<file path="src/rtl/serial_add_ctrl.sv">
// Bit-serial add/subtract controller.
// Feeds one full-adder cell one operand bit pair per clock, LSB first. The
// running carry lives in a flip-flop and sum bits shift into the result
// register from the top. Subtraction uses a - b = a + ~b + 1, with the +1
// supplied as the initial carry.

module onebit_adder (
    input  logic in_1,
    input  logic in_2,
    input  logic c_in,
    output logic sum,
    output logic c_out
);
    assign sum   = in_1 ^ in_2 ^ c_in;
    assign c_out = (in_1 & in_2) | (c_in & (in_1 ^ in_2));
endmodule

module serial_add_ctrl #(
    parameter int WIDTH = 32
) (
    input  logic             clk,
    input  logic             rst,
    input  logic             start,
    input  logic             sub,
    input  logic [WIDTH-1:0] a,
    input  logic [WIDTH-1:0] b,
    output logic             busy,
    output logic             done,
    output logic [WIDTH-1:0] result,
    output logic             c_out,
    output logic             overflow
);
    localparam int CW = (WIDTH > 1) ? $clog2(WIDTH) : 1;
    localparam logic [CW-1:0] LAST_BIT = CW'(WIDTH - 1);

    typedef enum logic [1:0] {
        S_IDLE = 2'd0,
        S_RUN  = 2'd1,
        S_DONE = 2'd2
    } state_t;

    state_t           r_state;
    state_t           w_next_state;
    logic [WIDTH-1:0] r_a_sh;
    logic [WIDTH-1:0] r_b_sh;
    logic             r_carry;
    logic [CW-1:0]    r_cnt;
    logic [WIDTH-1:0] r_result;
    logic             r_c_out;
    logic             r_overflow;
    logic             w_sum;
    logic             w_cout;

    onebit_adder u_fa (
        .in_1  (r_a_sh[0]),
        .in_2  (r_b_sh[0]),
        .c_in  (r_carry),
        .sum   (w_sum),
        .c_out (w_cout)
    );

    // State register.
    always_ff @(posedge clk or posedge rst) begin
        if (rst) begin
            r_state <= S_IDLE;
        end else begin
            r_state <= w_next_state;
        end
    end

    // Next-state logic: start is honoured only in IDLE; DONE lasts one cycle.
    always_comb begin
        w_next_state = r_state;
        case (r_state)
            S_IDLE: begin
                if (start) begin
                    w_next_state = S_RUN;
                end else begin
                    w_next_state = S_IDLE;
                end
            end
            S_RUN: begin
                if (r_cnt == LAST_BIT) begin
                    w_next_state = S_DONE;
                end else begin
                    w_next_state = S_RUN;
                end
            end
            S_DONE:  w_next_state = S_IDLE;
            default: w_next_state = S_IDLE;
        endcase
    end

    // Datapath: latch operands on accept, then one adder step per RUN cycle.
    always_ff @(posedge clk or posedge rst) begin
        if (rst) begin
            r_a_sh     <= {WIDTH{1'b0}};
            r_b_sh     <= {WIDTH{1'b0}};
            r_carry    <= 1'b0;
            r_cnt      <= {CW{1'b0}};
            r_result   <= {WIDTH{1'b0}};
            r_c_out    <= 1'b0;
            r_overflow <= 1'b0;
        end else begin
            case (r_state)
                S_IDLE: begin
                    if (start) begin
                        r_a_sh  <= a;
                        r_b_sh  <= sub ? ~b : b;
                        r_carry <= sub;
                        r_cnt   <= {CW{1'b0}};
                    end
                end
                S_RUN: begin
                    r_result <= {w_sum, r_result[WIDTH-1:1]};
                    r_carry  <= w_cout;
                    r_a_sh   <= {1'b0, r_a_sh[WIDTH-1:1]};
                    r_b_sh   <= {1'b0, r_b_sh[WIDTH-1:1]};
                    r_cnt    <= r_cnt + {{(CW-1){1'b0}}, 1'b1};
                    if (r_cnt == LAST_BIT) begin
                        // r_carry here is the carry into the MSB
                        r_c_out    <= w_cout;
                        r_overflow <= r_carry ^ w_cout;
                    end
                end
                S_DONE: begin
                    r_cnt <= {CW{1'b0}};
                end
                default: begin
                    r_cnt <= {CW{1'b0}};
                end
            endcase
        end
    end

    assign busy     = (r_state == S_RUN);
    assign done     = (r_state == S_DONE);
    assign result   = r_result;
    assign c_out    = r_c_out;
    assign overflow = r_overflow;

endmodule
</file>
<file path="config.mk">
export PLATFORM = sky130hd
export DESIGN_NAME = serial_add_ctrl
export DESIGN_NICKNAME = d
export VERILOG_FILES = /design/src/rtl/serial_add_ctrl.sv
export SDC_FILE = /design/constraint.sdc
export NUM_CORES = 1
export LEC_CHECK = 0
export CAP_MARGIN = 15
export CELL_PAD_IN_SITES_DETAIL_PLACEMENT = 0
export CELL_PAD_IN_SITES_GLOBAL_PLACEMENT = 1
export CORE_UTILIZATION = 36
export DETAILED_ROUTE_END_ITERATION = 12
export PLACE_DENSITY_LB_ADDON = 0.1
export SYNTH_ARGS = -nofsm -noshare
export SYNTH_HDL_FRONTEND = slang
export SYNTH_SLANG_ARGS = --single-unit
</file>
<file path="constraint.sdc">
create_clock -name clk -period 3.1 [get_ports clk]
set_input_delay 0.465 -clock clk [delete_from_list [all_inputs] [get_ports clk]]
set_output_delay 0.465 -clock clk [all_outputs]
set_load 0.03 [all_outputs]
</file>
# Yosys cells after proc, flatten, opt, wreduce, memory -nomap -nowiden
# Cells that the tools add are included.
# Widths: inputs -> output; s select.
[word_totals]
output_inout_bits = 36
word_cells = 36
in_bits = 68
regBits = 106
[op_classes]
eq_ne = 4
n_reduce_logical = 4
n_mux = 12
bitwise_logic = 7
addsub = 1
[op_table]
columns = ["operator", "count"]
rows = [
  ["$pmux 32 s2", 2],
  ["$mux 32", 3],
  ["$not 32->32", 1],
  ["$pmux 5 s2", 1],
  ["$add 5x1->5 const B", 1],
  ["$eq 5x5->1 const B", 1],
  ["$mux 5", 1],
  ["$pmux 2 s2", 1],
  ["$reduce_and 2->1", 2],
  ["$xor 1x1->1", 3],
  ["$and 1x1->1", 2],
  ["$eq 2x1->1 const B", 1],
  ["$eq 2x2->1 const B", 1],
  ["$logic_not 2->1", 1],
  ["$mux 1", 2],
  ["$mux 2", 1],
  ["$ne 2x2->1 const B", 1],
  ["$pmux 1 s2", 1],
  ["$reduce_bool 2->1", 1],
  ["$or 1x1->1", 1],
]

# Logic depth before layout (Yosys ltp)
[depth]
depth_word = 4
depth_mapped = 7
mapped_depth_nobuf = 5

# Cells and area by module
# From an unflattened synthesis, not the netlist that was laid out.
[unflattened]
hier_cells = 434
hier_area_um2 = 4911.0
[by_module_without_submodules]
columns = ["module", "area_per_inst_um2", "cells_per_inst", "n_inst", "seq_area_each_um2"]
rows = [
  ["serial_add_ctrl", 4890.9, 433, 1, 2652.5],
  ["onebit_adder", 20.0, 1, 1, 0.0],
]

# Worst setup path before layout
# No wires, ideal clock.
[synth_path]
path_kind = "flip-flop to output port"
startpoint = "register r_state[1]"
endpoint = "output done"
t_required_ns = 2.635
path_buffers = 2
setup_slack_ns = 1.343
arrival_time_ns = 1.292
path_stages_with_launch = 4
path_cell_list = "dfrtp_1 buf_2 buf_2 nor2b_1"
[synth_via]
elab_chain_len = 1
[synth_lines]
columns = ["element", "line", "source"]
rows = [
  ["from (decl)", "42", "state_t r_state;"],
  ["from (signal assigned)", "67", "r_state <= w_next_state;"],
  ["$eq 2x2->1", "137", "assign done = (r_state == S_DONE);"],
  ["to (decl)", "28", "output logic done,"],
]
# No other way between the ends.

# Worst setup path after layout
[layout_path]
startpoint = "register r_state[0]"
endpoint = "output busy"
[layout_via]
elab_chain_len = 1
[layout_lines]
columns = ["element", "line", "source"]
rows = [
  ["$eq 2x1->1", "136", "assign busy = (r_state == S_RUN);"],
  ["to (decl)", "27", "output logic busy,"],
]
# No other way between the ends.

==> impl_metrics.py <==
metrics = {
    "grt": {
        "grt_pass1_vias": 3376,
        "gr-usage-all-layers_pct": 15.2,
        "grt_max_degree": 69,
        "grt_pass1_wl_mm": 17.1,
        "overflow": 0,
        "antenna_found_initial": 0,
    },
    "die": {
        "fp-row-count": 42,
        "die_area_um2": 14100,
        "die_y_um": 119,
        "core-area_um2": 13300,
        "num_io_pins": 104,
        "initial_utilization_pct": 36.9,
        "die_x_um": 119,
    },
    "synth": {
        "synth_largest_area_cell": "dfrtp_1",
        "ys.warnings.count": 0,
        "synthTopCellsByArea": "dfrtp_1 54%, mux2i_1 6.7%, mux2_2 6.7%, xnor2_1 5.7%, a221oi_1 5.5%",
        "synth_top_area_share_pct": 54.0,
        "synth_edf_count": 0,
        "yosysSeqAreaShare_pct": 54.0,
        "syn_inst": 434,
        "syn_area_per_cell_um2": 11.3,
        "synth_seq_cells": 106,
        "synth_ff_type": "dfrtp_1",
        "syn_nets": 505,
        "syn_area_um2": 4910,
        "async_flop_share_pct": 100,
        "synth_cell_type_count": 37,
    },
    "final_layout": {
        "nets": 594,
        "area_delta_synth_final_pct": 28.9,
        "drive_gt1_share_pct": 12.3,
        "mostFrequentLayoutCell": "dfrtp_1",
        "diodes": 0,
        "layout_common_cells": "106 x dfrtp_1, 102 x clkdlybuf4s50_1, 65 x nor2_1",
        "stdcell_area_um2": 6330,
    },
    "pwr": {
        "p_sw_w": 0.00216,
        "clkPwrFrac_pct": 18.5,
        "cellLeakagePower_nw": 2.81,
        "power_switching_share_pct": 36.0,
        "combPwrFrac_pct": 41.1,
        "powerDensity_nw_per_um2": 949,
        "vdd_ir_drop_max_uv": 479,
        "p_int_w": 0.00384,
        "pwr-share-seq_pct": 40.4,
    },
    "sta": {
        "fin_skew_ns": 0.00604,
        "hold_violations": 0,
        "worst_slew_pin_slew_ns": 0.966,
        "tns_ns": 0,
        "fmax_mhz": 401,
        "setup_viol": 0,
        "finalCriticalPeriod_ns": 2.49,
        "min_period_over_period_pct": 80.4,
        "rsz0062_at_grt": "no",
        "relSlewSlack_pct": 35.6,
        "slew_violations": 0,
    },
    "route": {
        "highest_layer": "met4",
        "met2WireLength_mm": 4.50,
        "ant_nets": 0,
        "wl_mm": 10.0,
        "wl_met3_um": 407,
        "drc": 0,
        "dr.pass1.iters": 4,
        "wl_met1_mm": 4.94,
        "routed_via_density": 4.88,
        "dr.first_iter.drc_count": 188,
        "num_vias": 3437,
        "wl_per_cell_um": 14.2,
    },
    "cts": {
        "cts_tree": "done",
        "htreeDepth": 3,
        "numCtsBuffers": 9,
        "cts-root-buf": "clkbuf_16",
        "cts_sinks": 106,
        "cts_resized": 0,
        "cts_buffer_depth": 2,
        "clkLatencyLatePin_ns": 0.35,
        "post-cts-setup-buffers": 0,
        "postCtsHoldBufs": 0,
        "clkTransAtPathRegs_ns": 0.07,
    },
    "place": {
        "gp_congestion": 0.712,
        "dp_hpwl_mm": 6.36,
        "place_area_um2": 6040,
        "port_buffers": 103,
    },
    "critical_path": {
        "required_ns": 2.63,
        "worst-r2r-cell-count": 4,
        "worst_ep_arrival_time_ns": 2.03,
        "cp-end-kind": "primary output",
        "critPathKind": "flip-flop to primary output",
        "cp_max_fo": 16,
        "cp-start-kind": "flip-flop",
    },
    "run_status": {
        "status": "finished, final reports clean",
    },
    "min_path": {
        "worstHoldPathType": "flip-flop to flip-flop",
        "hold_depth": 2,
    },
    "run": {
        "drv_cap": 0,
    },
}
-- kinds of logic (layout without fill, tap and decap cells) --
logic type                 Yosys count  in the layout  synth area share, %
AOI/OAI and AO/OA                   77             77                 10.6
xor gates and xnor gates            33             33                 5.89
adders and majority gates            3              3                0.917
buffers and inverters               38            132                 4.77
DFF                                106            106                 54.0
muxes                               66             66                 14.6
and+or+nand+nor                    111            111                 9.20
-- power groups by stage --
| stage | logic, W | clock network, W | registers (W) |
|---|---|---|---|
| global placement | 0.00245 | 0 | 0.00245 |
| CTS | 0.00251 | 0.00115 | 0.00244 |
| detailed placement | 0.00250 | 0 | 0.00246 |
| floorplan | 0.00134 | 0 | 0.00281 |
| global route | 0.00270 | 0.00119 | 0.00252 |
| finish | 0.00247 | 0.00111 | 0.00243 |
-- final cells by class --
cell class / count / area (um^2)
clock buffer: 10 / 239
clock inverter: 6 / 47.5
fill: 1249 / 6970
inverter: 3 / 15.0
multi-input combinational: 290 / 2040
sequential: 106 / 2650
tap: 176 / 220
timing repair buffer: 113 / 1110
-- registers in the layout, indices dropped and copies added, names as in the netlist --
name and cells:
r_a_sh 32, r_b_sh 32, result 32, r_cnt 5
r_state 2, c_out 1, overflow 1, r_carry 1
-- worst max-delay path, cell delays in order, from the launching register on --
cell and delay, ns:
dfrtp_1 0.70, nor2b_4 0.29, clkdlybuf4s50_1 0.69
-- per-layer routing --
layer / vias to the layer above / track usage, %
met2: 81 / 22.4
met3: 10 / 3.04
met4: 0 / 6.17
met5: - / 0
li1: 1688 / -
met1: 1658 / 21.7
-- synthesized netlist by cell type, types with 2 or more instances --
cell	instances
mux2_2	29
buf_4	5
buf_6	3
o21ai_0	18
mux2_4	4
ha_1	2
a221oi_1	31
clkbuf_4	3
a21oi_1	6
buf_8	2
o21ai_1	16
nor2_1	65
buf_2	12
inv_1	3
xnor2_1	32
mux2i_1	33
dfrtp_1	106
nor2b_1	2
clkbuf_1	9
nand2_1	36
-- worst paths after layout --
kind	slack [ns]	endpoint	from
worst max-delay path	0.61	busy	r_state[0]
worst min-delay path	0.48	r_a_sh[1]	r_a_sh[1]
min in group asynchronous	0.56	r_b_sh[7]	rst
worst min register to register	0.48	r_a_sh[1]	r_a_sh[1]
worst max register to register	0.93	r_b_sh[10]	r_state[0]
max in group asynchronous	1.99	r_a_sh[28]	rst
-- per-stage QoR --
step	hold slack, ns	utilization (%)	power, W	std cells	setup slack (ns)
after CTS	0.487	47.6	0.00610	704	0.563
final	0.483	47.6	0.00600	704	0.606
after global placement	0.460	45.4	0.00491	688	0.950
after floorplan	0.450	-	0.00414	434	1.34
after global routing	0.506	47.6	0.00642	704	0.514
after detailed placement	0.470	45.4	0.00496	688	0.880
No activity file was read; power rests on OpenSTA's default activity.
